--- config.mk ---
export PLATFORM = sky130hd
export DESIGN_NAME = csr_file
export DESIGN_NICKNAME = d
export VERILOG_FILES = /design/src/rtl/csr_file.sv
export SDC_FILE = /design/constraint.sdc
export NUM_CORES = 1
export LEC_CHECK = 0
export BUFFER_PORTS_ARGS = -buffer_cell sky130_fd_sc_hd__buf_2
export CAP_MARGIN = 5
export CORE_UTILIZATION = 47
export DETAILED_ROUTE_END_ITERATION = 16
export PLACE_DENSITY_LB_ADDON = 0.08
export SYNTH_ARGS = -nofsm -noshare
export SYNTH_HDL_FRONTEND = slang
export SYNTH_SLANG_ARGS = --single-unit
--- constraint.sdc ---
create_clock -name CLK -period 2.5 [get_ports CLK]
set_clock_uncertainty 0.2 [all_clocks]
set_input_delay 0 -clock CLK [delete_from_list [all_inputs] [get_ports CLK]]
set_output_delay 0 -clock CLK [all_outputs]
set_load 0.1 [all_outputs]
--- src/rtl/csr_file.sv ---
// Machine-mode CSR file for the RV32 core: executes CSRRW/RS/RC(I), holds
// mstatus/mie/mtvec/mepc, exposes the upstream counters and redirects on interrupt or mret.
module csr_file #(
  parameter logic [31:0] MTVEC_RST = 32'h0000_0000,
  parameter logic [31:0] HART_ID   = 32'd0
) (
  input  logic        CLK,
  input  logic        RST,
  input  logic        csr_en,
  input  logic [2:0]  csr_op,
  input  logic [11:0] csr_addr,
  input  logic [31:0] csr_src,
  input  logic [4:0]  csr_zimm,
  input  logic        csr_src_zero,
  input  logic        stall,
  input  logic        mret,
  input  logic [31:0] pc_ex,
  input  logic        ext_irq,
  input  logic        tmr_irq,
  input  logic [63:0] cycle_cnt,
  input  logic [63:0] instret_cnt,
  output logic [31:0] csr_rdata,
  output logic        csr_illegal,
  output logic        redirect,
  output logic [31:0] redirect_pc
);

  typedef enum logic [1:0] {
    K_NONE = 2'b00,
    K_RW   = 2'b01,
    K_RS   = 2'b10,
    K_RC   = 2'b11
  } kind_t;

  kind_t       kind;
  logic        mstatus_mie;
  logic        mstatus_mpie;
  logic        mie_meie;
  logic        mie_mtie;
  logic [31:0] mtvec_q;
  logic [31:0] mepc_q;

  logic [31:0] old_val;
  logic        mapped;
  logic        writable;
  logic [31:0] operand;
  logic [31:0] wdata;
  logic        write_req;
  logic        illegal_raw;
  logic        pend;
  logic        take_irq;
  logic        take_mret;
  logic        do_write;

  assign kind    = kind_t'(csr_op[1:0]);
  assign operand = csr_op[2] ? {27'b0, csr_zimm} : csr_src;

  // NOTE: every signal written in an always_comb gets a default first, so no path leaves it latched.
  always_comb begin
    old_val  = 32'b0;
    mapped   = 1'b1;
    writable = 1'b0;
    case (csr_addr)
      12'hC00, 12'hB00: old_val = cycle_cnt[31:0];
      12'hC80, 12'hB80: old_val = cycle_cnt[63:32];
      12'hC02, 12'hB02: old_val = instret_cnt[31:0];
      12'hC82, 12'hB82: old_val = instret_cnt[63:32];
      12'h300: begin
        old_val  = {19'b0, 2'b11, 3'b0, mstatus_mpie, 3'b0, mstatus_mie, 3'b0};
        writable = 1'b1;
      end
      12'h304: begin
        old_val  = {20'b0, mie_meie, 3'b0, mie_mtie, 7'b0};
        writable = 1'b1;
      end
      12'h305: begin
        old_val  = mtvec_q;
        writable = 1'b1;
      end
      12'h341: begin
        old_val  = mepc_q;
        writable = 1'b1;
      end
      12'h344: old_val = {20'b0, ext_irq, 3'b0, tmr_irq, 7'b0};
      12'hF14: old_val = HART_ID;
      default: mapped = 1'b0;
    endcase
  end

  // Set/clear forms only count as writes when their source is non-zero.
  always_comb begin
    wdata     = old_val;
    write_req = 1'b0;
    case (kind)
      K_RW: begin
        wdata     = operand;
        write_req = 1'b1;
      end
      K_RS: begin
        wdata     = old_val | operand;
        write_req = csr_op[2] ? (csr_zimm != 5'd0) : !csr_src_zero;
      end
      K_RC: begin
        wdata     = old_val & ~operand;
        write_req = csr_op[2] ? (csr_zimm != 5'd0) : !csr_src_zero;
      end
      default: ;
    endcase
  end

  assign illegal_raw = csr_en && (!mapped || (write_req && !writable));
  assign csr_illegal = illegal_raw && !RST;
  assign csr_rdata   = illegal_raw ? 32'b0 : old_val;

  assign pend      = mstatus_mie && ((mie_meie && ext_irq) || (mie_mtie && tmr_irq));
  assign take_irq  = pend && !stall;
  assign take_mret = mret && !pend && !stall;
  assign redirect  = (take_irq || take_mret) && !RST;

  always_comb begin
    redirect_pc = 32'b0;
    if (redirect) redirect_pc = take_irq ? mtvec_q : mepc_q;
  end

  // An interrupt replays the EX instruction later, so its write must not land now.
  assign do_write = csr_en && write_req && !illegal_raw && !stall && !pend && !mret;

  // NOTE: state registers use non-blocking assignments so every update sees pre-edge values.
  always_ff @(posedge CLK or posedge RST) begin
    if (RST) begin
      mstatus_mie  <= 1'b0;
      mstatus_mpie <= 1'b0;
      mie_meie     <= 1'b0;
      mie_mtie     <= 1'b0;
      mtvec_q      <= MTVEC_RST & 32'hFFFF_FFFC;
      mepc_q       <= 32'b0;
    end else if (take_irq) begin
      mepc_q       <= pc_ex & 32'hFFFF_FFFC;
      mstatus_mpie <= mstatus_mie;
      mstatus_mie  <= 1'b0;
    end else if (take_mret) begin
      mstatus_mie  <= mstatus_mpie;
      mstatus_mpie <= 1'b1;
    end else if (do_write) begin
      case (csr_addr)
        12'h300: begin
          mstatus_mie  <= wdata[3];
          mstatus_mpie <= wdata[7];
        end
        12'h304: begin
          mie_meie <= wdata[11];
          mie_mtie <= wdata[7];
        end
        12'h305: mtvec_q <= wdata & 32'hFFFF_FFFC;
        12'h341: mepc_q  <= wdata & 32'hFFFF_FFFC;
        default: ;
      endcase
    end
  end

endmodule

Word-level counts from Yosys, hierarchy flattened:

Index checks and enable logic that the tools add are counted.

* eq/ne operators: 18
* multiplexer cells: 22
* bitwise logic cells: 5
* reduce and logical (&&, ||, !) cells: 42

Operators with widths (count)
* $pmux 32 s9: 1
* $mux 32: 8
* $eq 12x12->1 const B: 9
* $pmux 32 s3: 1
* $eq 12x10->1 const B: 5
* $and 32x32->32: 1
* $not 32->32: 1
* $or 32x32->32: 1
* $logic_and 1x1->1: 15
* $reduce_or 14->1: 1
* $mux 1: 11
* $reduce_or 2->1: 5
* $logic_not 1->1: 8
* $reduce_and 4->1: 2
* $reduce_bool 3->1: 2
* $reduce_bool 5->1: 1
* $eq 2x2->1 const B: 2
* $reduce_bool 2->1: 2
* $reduce_or 4->1: 1
* $logic_or 1x1->1: 3
* $reduce_and 3->1: 1
* $eq 2x1->1 const B: 1
* $ne 2x2->1 const B: 1
* $not 1->1: 2
* 2 further kinds: 2

* bits in registers: 66
* input bits: 220
* output and inout port bits: 66
* logic and storage cells: 93

Depth between registers and ports, before layout:

Gate-level depths: netlist of the first run.

* depth after elaboration: 15
* mapped depth: 10

Worst setup path after synthesis of the first run:

No wires, ideal clock.

* kind: input to output
* start: input RST
* end: output redirect_pc[22]
* arrival time: 3.364 ns
* path slack: -1.064 ns
* cell stages on the path: 4
* path buffers: 1
* cell sequence: inv_1 -> nand2_1 -> clkbuf_1 -> a21oi_1

* cells in the longest elaborated chain, start to end: 3

Ends and longest elaborated chain
* start, declared: RTL line 8 `input logic RST,`
* $logic_not 1->1 (no source line)
* $logic_and 1x1->1: RTL line 118 `assign redirect = (take_irq || take_mret) && !RST;`
* $mux 32: RTL line 122 `if (redirect) redirect_pc = take_irq ? mtvec_q : mepc_q;`
* end, declared: RTL line 25 `output logic [31:0] redirect_pc`

Every way passes these cells.

Worst setup path after layout of the first run:

* start: register mtvec_q[11]
* end: register mepc_q[11]

* cells in the longest elaborated chain, start to end: 7
* elaborated cells on any way between the ends: 8
* classes of those cells: mux: 6; bitwise: 2

Ends and longest elaborated chain
* start, declared: RTL line 40 `logic [31:0] mtvec_q;`
* start signal, assigned: RTL line 135 `mtvec_q <= MTVEC_RST & 32'hFFFF_FFFC;`
* start signal, assigned: RTL line 154 `12'h305: mtvec_q <= wdata & 32'hFFFF_FFFC;`
* $pmux 32 s9 (*): RTL line 63 `case (csr_addr)`
* $and 32x32->32 / $or 32x32->32 (equally long branches): RTL line 104, 100
* $pmux 32 s3 (*): RTL line 94 `case (kind)`
* $mux 32 (*): RTL line 145 `case (csr_addr)`
* $mux 32 (*): RTL line 144 `end else if (do_write) begin`
* $mux 32 (*): RTL line 141 `end else if (take_mret) begin`
* $mux 32 (*): RTL line 137 `end else if (take_irq) begin`
* end signal, assigned: RTL line 138 `mepc_q <= pc_ex & 32'hFFFF_FFFC;`
* end signal, assigned: RTL line 155 `12'h341: mepc_q <= wdata & 32'hFFFF_FFFC;`
* end, declared: RTL line 41 `logic [31:0] mepc_q;`

Every way passes the cells marked *; elsewhere a longest branch is shown, timed or not. The select of a mux whose other input is x is not followed.
A chain may end at the register's enable or synchronous reset.

==> reports/qor.txt, run 1 <==
Status - complete, no violations
Main synth FF type - dfrtp_1
Largest net degree at the start of global routing - 65
Worst vdd ir - 312 uV
Worst-path fanout max - 3
1st-iter DRT viols - 850
Worst hold start - csr_src[27]
Post-route setup slack - 0.0978 ns
Commonest non-fill, non-tap cells in the layout - buf_2, nand2_1, buf_12, dfrtp_1, buf_4
Avg Vias per Cell - 6.13
Setup-failing EPs final - 0
DR vias - 8,331
Seq/Total Area, Yosys - 0.252
Num CTS Buffers - 9
Number of global-route vias before repair - 8,058
Io pins - 286
Area growth from synthesis to layout - 61.2%
Routed WL - 28.5 mm
Endpoint class of the critical path - register
Max-slew violation count - 0
Levels on crit path - 6
Worst path slowest cell - a221oi_1
Synth Cell Area - 0.00636 mm2
Fraction of layout cells with a size suffix above 1 - 0.365
Max Cap Violations - 0
CP dominant cell by count - o21ai_0
Skew-Pair Late Insertion Delay - 0.33 ns
Post-synth EDFFs - 0
R2r worst-path depth - 6
Max H-tree Level - 3
Crit path DAT - 2.41 ns
CP delay by family, top - compound AO/OA/AOI/OAI gates
Reg area - 0.00160 mm2
Drt pass-1 iters - 5
Leak - 4.23 nW
Die area - 0.0140 mm2
Initial Util - 0.480
CP Class - reg -> reg
Startpoint types - register
Slack of the worst reg-to-reg path - 0.1 ns
Yosys warns - 0
Die width - 118 um
Chip height - 118 um
GRT Total Usage - 0.402
Routed Antenna Nets - 0
Nets - 1,399
Final Cycle Share - 0.961
Worst slew margin - 0.448
Diode count - 0
CP startpoint - mtvec_q[11]
Synth Area per Inst - 7.40 um2
CORE AREA - 0.0132 mm2
Filler Cells Inserted - 977
Post-synthesis async set-or-reset flop share - 1.00
Max incr delay on CP - 0.56 ns
RR Startpoint - mtvec_q[11]
Fmax - 0.416 GHz
Seq cells post-synth - 64
CTS tree - done
Most common cell after layout, fill and taps aside - buf_2
Hold WC Path Type - in -> reg
Initial antenna violation count - 0
Clock root buffer - clkbuf_16
Crit path buf inv count - 0
Tmin final - 2.40 ns
Hold path cells - 5
Reg2Reg Capture Point - mepc_q[11]
WHS Endpoint - mepc_q[27]
Area of the multi-input gates - 0.00471 mm2
Final Hold Fails - 0
Routed wire per std cell - 21.0 um
CTS clk-pin slew, worst paths - 0.06 ns
Unrepaired setup endpoints after global routing - no
Final weighted congestion in routability-driven placement - 0.941
Pwr dens - 318 mW/mm2
FP Rows - 42
Post-DP HPWL - 20.4 mm
Pre-CTS setup slack - 0.134 ns
CTS max path bufs - 2
Post-DP Area - 0.00944 mm2
Synth cell types - 72
Synth Instances - 860
Remaining global-route overflow - 0
Post-route cell area - 0.0102 mm2
DR DRC count - 0
CP Cell Sequence - mux2_2 > nand3_1 > o21ai_0 > a221oi_1 > o21ai_0 > a221o_1
Clock Sinks - 64
First-pass GRT wire length - 43.4 mm
Buffers on Ports - 279
Least-Margin Pin Slew - 0.828 ns
Worst endpoint required time - 2.51 ns
cell usage after synthesis (11+ instances only):
library cell | number | area (um2)
a22oi_1 | 36 | 270
o21ai_1 | 15 | 75.1
o21a_1 | 13 | 97.6
o22ai_1 | 21 | 131
clkbuf_1 | 46 | 173
mux2_2 | 16 | 180
buf_2 | 26 | 130
o21ai_0 | 55 | 275
a21oi_1 | 77 | 385
xnor2_1 | 17 | 149
nand2_1 | 159 | 597
inv_1 | 12 | 45.0
nor2b_1 | 30 | 188
dfrtp_1 | 64 | 1600
nor3_1 | 17 | 85.1
mux2i_1 | 53 | 531
nor2_1 | 58 | 218
o221ai_1 | 11 | 96.3
cell type report:
cell class | count | share of cell area
multi-input combinational | 706 | 0.460
timing repair buffer | 385 | 0.324
sequential | 64 | 0.156
clock buffer | 11 | 0.0247
tap | 176 | 0.0215
clock inverter | 5 | 0.00830
inverter | 13 | 0.00513
routing by layer:
metal  vias to the layer above  part of all wire  global-route usage
met5                         -                 0                   0
met2                       522              0.46               0.653
li1                       3797                 -                   -
met4                         0             0.049               0.201
met1                      3908              0.39               0.509
met3                       104              0.10              0.0763
how the worst max path moves through the flow:
stage,end,slack [ns]
6_report,mepc_q[11],0.1
2_1_floorplan,csr_rdata[11],-0.58
3_5_place_dp,mepc_q[30],0.13
4_1_cts,redirect_pc[14],0.03
5_1_grt,mepc_q[11],0.04
3_3_place_gp,mepc_q[11],0.11
tightest hold or removal path, cell delays in order:
cell and delay (ns):
buf_2 0.10, nor2b_1 0.14, o21ai_0 0.08, a22o_1 0.15, o21ai_1 0.06
kinds of logic after synthesis:
family,count (synthesis),synth area share
AOI/OAI and AO/OA,286,0.294
xor gates and xnor gates,17,0.0234
buffers and inverters,91,0.0606
DFF,64,0.252
muxes,71,0.119
other,1,0.000590
and+or+nand+nor,330,0.251
where the power goes:
group | internal [mW] | leakage [nW] | switching [mW] | total (mW)
Combinational | 0.360 | 3.18 | 0.432 | 0.792
Sequential | 1.04 | 0.887 | 0.00517 | 1.04
Clock | 0.935 | 0.163 | 0.487 | 1.42
registers in the layout, summed over array words and instances (netlist names):
register	count
mepc_q	30
mtvec_q	30
mie_meie	1
mie_mtie	1
mstatus_mie	1
mstatus_mpie	1
per-stage QoR:
step                      setup TNS (ns)  hold slack [ns]  power [mW]  utilization  cells
final                                  0           0.0353        3.26        0.774   1360
after global routing                   0           0.0561        3.37        0.774   1360
after CTS                              0           0.0166        3.24        0.772   1358
after detailed placement               0           0.0501        1.78        0.713   1298
after global placement                 0           0.0438        1.77        0.713   1298
after floorplan                    -9.05          -0.0645        1.45            -    861
what timing repair did:
action	4_1_cts	5_1_grt
gates cloned	0	0
buffers inserted	0	2
resized for setup	1	2
endpoints found under the setup margin	8	32
pin swaps	0	1
hold buffers	44	0
endpoints found under the hold margin	104	0
No activity file was read; power rests on OpenSTA's default activity.
==> run 2: changes to the inputs <==
- BUFFER_PORTS_ARGS: -buffer_cell sky130_fd_sc_hd__buf_2 -> default
- DONT_BUFFER_PORTS: default -> 1
==> reports/qor.txt, run 2 (synthesis results as in run 1) <==
Pwr dens - 309 mW/mm2 (-2.7%)
First-pass GRT wire length - 45.3 mm (+4.4%)
Avg Vias per Cell - 6.80 (+11%)
CP Class - in -> reg
Biggest regs - mepc_q x30, mtvec_q x30
CTS tree - done
Tmin final - 2.41 ns (+0.00436 ns)
Crit path DAT - 2.47 ns (+0.06 ns)
Die area - 0.0140 mm2 (unchanged)
Commonest non-fill, non-tap cells in the layout - nand2_1, dlygate4sd3_1, buf_12, dfrtp_1, o21ai_0
CP dominant cell by count - dlygate4sd3_1
Non-Filler Instances - 1,189 (-13%)
Crit path buf inv count - 3 (+3)
Chip height - 118 um (unchanged)
Net load switching power - 0.859 mW (-7.1%)
CTS max path bufs - 2 (unchanged)
Least-Margin Pin Slew - 1.06 ns (+0.231 ns)
Num CTS Buffers - 9 (unchanged)
Unrepaired setup endpoints after global routing - no
Initial antenna violation count - 1 (+1)
Placed insts - 1,070 (-18%)
Area growth from synthesis to layout - 52.5%
Max Cap Violations - 0 (unchanged)
Endpoint class of the critical path - register
Leak - 3.54 nW (-16%)
Number of global-route vias before repair - 8,101 (+0.53%)
Routed wire per std cell - 25.5 um (+22%)
Fmax - 0.416 GHz (-0.18%)
Max H-tree Level - 3 (unchanged)
DR DRC count - 0 (unchanged)
Nets - 1,227 (-12%)
Post-DP HPWL - 20.9 mm (+2.4%)
Routed Antenna Nets - 0 (unchanged)
Io pins - 286 (unchanged)
CTS clk-pin slew, worst paths - 0.06 ns (about the same)
GRT Total Usage - 0.427 (+0.0248)
FP Rows - 42 (unchanged)
Final Hold Fails - 0 (unchanged)
Die width - 118 um (unchanged)
Max incr delay on CP - 0.64 ns (+0.08 ns)
Final Cycle Share - 0.963 (+0.00174)
Clock Power Share - 0.434 (-0.002)
Clock Sinks - 64 (unchanged)
Clock root buffer - clkbuf_16
CP delay by family, top - buffers and inverters
Fraction of layout cells with a size suffix above 1 - 0.226 (-0.139)
Hold WC Path Type - in -> reg
Drt pass-1 iters - 6 (+1)
1st-iter DRT viols - 1,098 (+29%)
Buffers on Ports - 0 (-100%)
Worst-path fanout max - 2 (-1)
Worst vdd ir - 309 uV (-0.83%)
Remaining global-route overflow - 0 (unchanged)
Worst path slowest cell - dlygate4sd3_1
Hold WS - 0.00894 ns (-0.0264 ns)
Share of power burned in registers - 0.348 (+0.027)
Routed WL - 30.3 mm (+6.2%)
Worst slew margin - 0.293 (-0.155)
Setup-failing EPs final - 0 (unchanged)
Internal power - 2.14 mW (-8.2%)
Switching Share - 0.286 (+0.00240)
Largest net degree at the start of global routing - 69 (+6.2%)
CP Cell Sequence - dlygate4sd3_1 > mux2_2 > dlygate4sd3_1 > o31ai_2 > nor2_1 > dlygate4sd3_1 > o21ai_1
CORE AREA - 0.0132 mm2 (unchanged)
Gate power share - 0.218 (-0.025)
Startpoint types - primary input
Max-slew violation count - 0 (unchanged)
Worst endpoint required time - 2.56 ns (+0.05 ns)
Status - complete, no violations
DR vias - 8,082 (-3.0%)
Most common cell after layout, fill and taps aside - nand2_1
Initial Util - 0.480 (unchanged)
Skew-Pair Late Insertion Delay - 0.34 ns (about the same)
Final weighted congestion in routability-driven placement - 0.968 (+2.9%)
-- run 2: changes by cell type in the layout (fill, tap and decap cells not counted), sizes merged --
cell          change
buf             -226
dlygate4sd3      +52
clkinv            +2
inv               -2
bufinv            -1
clkinvlp          +1
diode             +1
dlymetal6s4s      +1
nor2              +1
-- run 2: area by class of cell --
| class | instances | area, um2 |
|---|---|---|
| multi-input cells | 707 | 4790 |
| clock inverters | 5 | 56.3 |
| clock buffers | 11 | 243 |
| diodes | 1 | 2.50 |
| inverters | 13 | 56.3 |
| fillers | 993 | 3540 |
| flip-flops and latches | 64 | 1600 |
| repair buffers | 212 | 2730 |
| well taps | 176 | 220 |
-- run 2: power by group through the flow --
stage,clock network [mW],registers [mW],logic (mW)
floorplan,0,1.06,0.384
global route,1.34,1.05,0.686
finish,1.30,1.05,0.654
CTS,1.29,1.04,0.625
detailed placement,0,1.06,0.455
global placement,0,1.06,0.448
-- run 2: tightest hold or removal path: stages --
cell and delay [ns]:
buf_12 0.16, nand2_1 0.07, a21oi_1 0.06, nor2_1 0.12, o21ai_0 0.08
-- run 2: path summary, 6_finish.rpt --
check / slack [ns] / cells past startpoint / end / from
worst min register to register: 0.31 / 2 / mtvec_q[16] / mtvec_q[16]
worst max-delay path: 0.09 / 7 / mtvec_q[4] / csr_src[4]
min in group asynchronous: 0.39 / 3 / mtvec_q[30] / RST
max in group asynchronous: 1.16 / 3 / mie_mtie / RST
worst max register to register: 0.19 / 8 / mepc_q[15] / mie_mtie
worst min-delay path: 0.009 / 5 / mepc_q[10] / csr_op[1]
-- run 2: stage by stage --
stage / area (um2) / setup slack (ns) / total power [mW] / setup TNS, ns / utilization
2_1_floorplan: 6650 / -0.579 / 1.45 / -9.05 / -
3_3_place_gp: 8320 / 0.146 / 1.51 / 0 / 0.628
3_5_place_dp: 8320 / 0.0800 / 1.52 / 0 / 0.628
4_1_cts: 9660 / 0.000511 / 2.96 / 0 / 0.729
5_1_grt: 9700 / 0.00641 / 3.07 / 0 / 0.732
6_report: 9700 / 0.0934 / 3.00 / 0 / 0.733
-- run 2: what timing repair did --
action	4_1_cts	5_1_grt
pin swaps	1	1
buffers inserted	2	0
hold endpoints to repair	127	0
gates cloned	1	0
setup endpoints to repair	10	64
gates resized for setup	2	10
hold buffers	99	0
-- run 2: layer usage --
metal | up-vias | share of wire | wire length [um] | GRT usage
met4 | 0 | 0.038 | 1140 | 0.201
met2 | 627 | 0.48 | 14400 | 0.706
li1 | 3458 | - | - | -
met5 | - | 0 | 0 | 0
met1 | 3888 | 0.37 | 11200 | 0.519
met3 | 109 | 0.12 | 3560 | 0.106
==> run 3: changes to the inputs <==
--- a/config.mk
+++ b/config.mk
@@ -11,2 +11,3 @@
 export DONT_BUFFER_PORTS = 1
+export HOLD_SLACK_MARGIN = 0.1
 export PLACE_DENSITY_LB_ADDON = 0.08
==> constraint.sdc (replaced) <==
create_clock -name CLK -period 2.5 [get_ports CLK]
set_clock_uncertainty 0.2 [all_clocks]
set_input_delay 0.375 -clock CLK [delete_from_list [all_inputs] [get_ports CLK]]
set_output_delay 0.375 -clock CLK [all_outputs]
set_load 0.1 [all_outputs]
==> reports/qor.txt, run 3 (synthesis results as in run 1) <==
Status - finished, violations left
Failing checks - negative setup slack
Slack of the worst reg-to-reg path - 0.02 ns (-0.17 ns)
CP Class - in -> out
Diode count - 0 (-1)
Number of global-route vias before repair - 8,278 (+2.2%)
Max incr delay on CP - 0.54 ns (-0.10 ns)
CTS tree - done
Routed Antenna Nets - 0 (unchanged)
CP dominant cell by count - buf_4
DR DRC count - 0 (unchanged)
Clock Sinks - 64 (unchanged)
GRT Total Usage - 0.453 (+0.0258)
Final weighted congestion in routability-driven placement - 0.915 (-5.5%)
Hold WC Path Type - in -> reg
Startpoint types - primary input
Io pins - 286 (unchanged)
Setup_tns - -9.47 ns (-9.47 ns)
Worst endpoint required time - 1.92 ns (-0.64 ns)
Endpoint class of the critical path - output port
Worst vdd ir - 296 uV (-4.3%)
Area of the multi-input gates - 0.00549 mm2 (+15%)
Final Hold Fails - 0 (unchanged)
Chip height - 118 um (unchanged)
Die area - 0.0140 mm2 (unchanged)
Hold path cells - 3 (-2)
CORE AREA - 0.0132 mm2 (unchanged)
Final Cycle Share - 1.09 (+0.132)
Max H-tree Level - 3 (unchanged)
Die width - 118 um (unchanged)
CTS clk-pin slew, worst paths - 0.06 ns (about the same)
Nets - 1,245 (+1.5%)
1st-iter DRT viols - 1,066 (-2.9%)
Post-route setup slack - -0.236 ns (-0.330 ns)
Net load switching power - 0.838 mW (-2.4%)
Clock Power Share - 0.460 (+0.026)
Reg area - 0.00160 mm2 (unchanged)
Filler Cells Inserted - 822 (-17%)
Share of power burned in registers - 0.343 (-0.005)
Overall power - 3.05 mW (+1.6%)
Post-DP HPWL - 21.2 mm (+1.3%)
Skew-Pair Late Insertion Delay - 0.34 ns (about the same)
Setup-failing EPs final - 64 (+64)
Biggest regs - mepc_q x30, mtvec_q x30
Tmin final - 2.74 ns (+0.330 ns)
Worst path slowest cell - or4_4
DR vias - 8,475 (+4.9%)
Worst slew margin - 0.326 (+0.0326)
FP Rows - 42 (unchanged)
Fraction of layout cells with a size suffix above 1 - 0.383 (+0.157)
Least-Margin Pin Slew - 1.01 ns (-0.0510 ns)
Max Cap Violations - 0 (unchanged)
Avg Vias per Cell - 7.03 (+3.4%)
Internal power - 2.21 mW (+3.2%)
Num CTS Buffers - 9 (unchanged)
Initial antenna violation count - 0 (-1)
Routed wire per std cell - 28.3 um (+11%)
Drt pass-1 iters - 6 (unchanged)
Buffers on Ports - 0 (unchanged)
First-pass GRT wire length - 48.2 mm (+6.6%)
Leak - 4.36 nW (+23%)
Crit path DAT - 2.16 ns (-0.31 ns)
Area growth from synthesis to layout - 71.6%
Commonest non-fill, non-tap cells in the layout - nand2_1, buf_4, buf_12, dfrtp_1, mux2i_1
RR Startpoint - mie_meie
Switching Share - 0.275 (-0.0114)
R2r worst-path depth - 12 (+4)
CP Cell Sequence - or4_4 > buf_4 > buf_4 > o22ai_1 > a221oi_1 > nor2_4 > buf_12
Worst-path fanout max - 15 (+13)
Max-slew violation count - 0 (unchanged)
Gate power share - 0.197 (-0.021)
Unrepaired setup endpoints after global routing - yes
CP startpoint - csr_addr[2]
Routed WL - 34.2 mm (+13%)
Pwr dens - 280 mW/mm2 (-9.7%)
Clock root buffer - clkbuf_16
Largest net degree at the start of global routing - 69 (unchanged)
Most common cell after layout, fill and taps aside - nand2_1
Remaining global-route overflow - 0 (unchanged)
CTS max path bufs - 2 (unchanged)
Hold WS - 0.123 ns (+0.114 ns)
Fmax - 0.365 GHz (-12%)
Worst hold start - csr_op[0]
Initial Util - 0.480 (unchanged)
Pre-CTS setup slack - -0.345 ns (-0.425 ns)
-- run 3: area by class of cell --
cell class	count	share of cell area
Clock inverter	6	0.00826
Clock buffer	10	0.0219
Inverter	13	0.00516
Sequential cell	64	0.147
Multi-Input combinational cell	707	0.503
Timing Repair Buffer	230	0.295
Tap cell	176	0.0202
-- run 3: repair_timing --
item,CTS,global route
gates cloned,9,11
setup buffers,27,8
pin swaps,41,39
endpoints found under the hold margin,104,0
endpoints found under the setup margin,64,125
hold buffers,32,0
resized for setup,91,61
-- run 3: worst max-delay path: cells and delay by family --
kind,cells,cell delay [ns]
and+or+nand+nor,2,0.72
buffers and inverters,3,0.59
AOI/OAI and AO/OA,2,0.46
-- run 3: worst paths after layout --
check                                to
min                          mepc_q[22]
min in group asynchronous   mtvec_q[13]
max                        csr_rdata[8]
min reg2reg                 mtvec_q[10]
max in group asynchronous    mtvec_q[7]
max reg2reg                  mepc_q[13]
-- run 3: power groups by stage --
| stage | sequential (mW) | combinational (mW) | clock, mW |
|---|---|---|---|
| 6_report | 1.05 | 0.600 | 1.40 |
| 5_1_grt | 1.05 | 0.628 | 1.44 |
| 4_1_cts | 1.04 | 0.565 | 1.39 |
| 3_5_place_dp | 1.06 | 0.475 | 0 |
| 3_3_place_gp | 1.06 | 0.466 | 0 |
| 2_1_floorplan | 1.06 | 0.417 | 0 |
-- run 3: routing by layer --
metal  vias up  wire length, um  track usage
met4         0             2160        0.224
met2       762            15600        0.721
li1       3494                -            -
met3       189             4350        0.118
met1      4030            12000        0.566
met5         -                0            0
-- run 3: through the flow --
step / cell area (um2) / std cells / utilization
global route: 10900 / 1206 / 0.824
CTS: 10500 / 1193 / 0.796
detailed placement: 9000 / 1109 / 0.680
finish: 10900 / 1206 / 0.824
floorplan: 7110 / 861 / -
global placement: 9000 / 1109 / 0.680
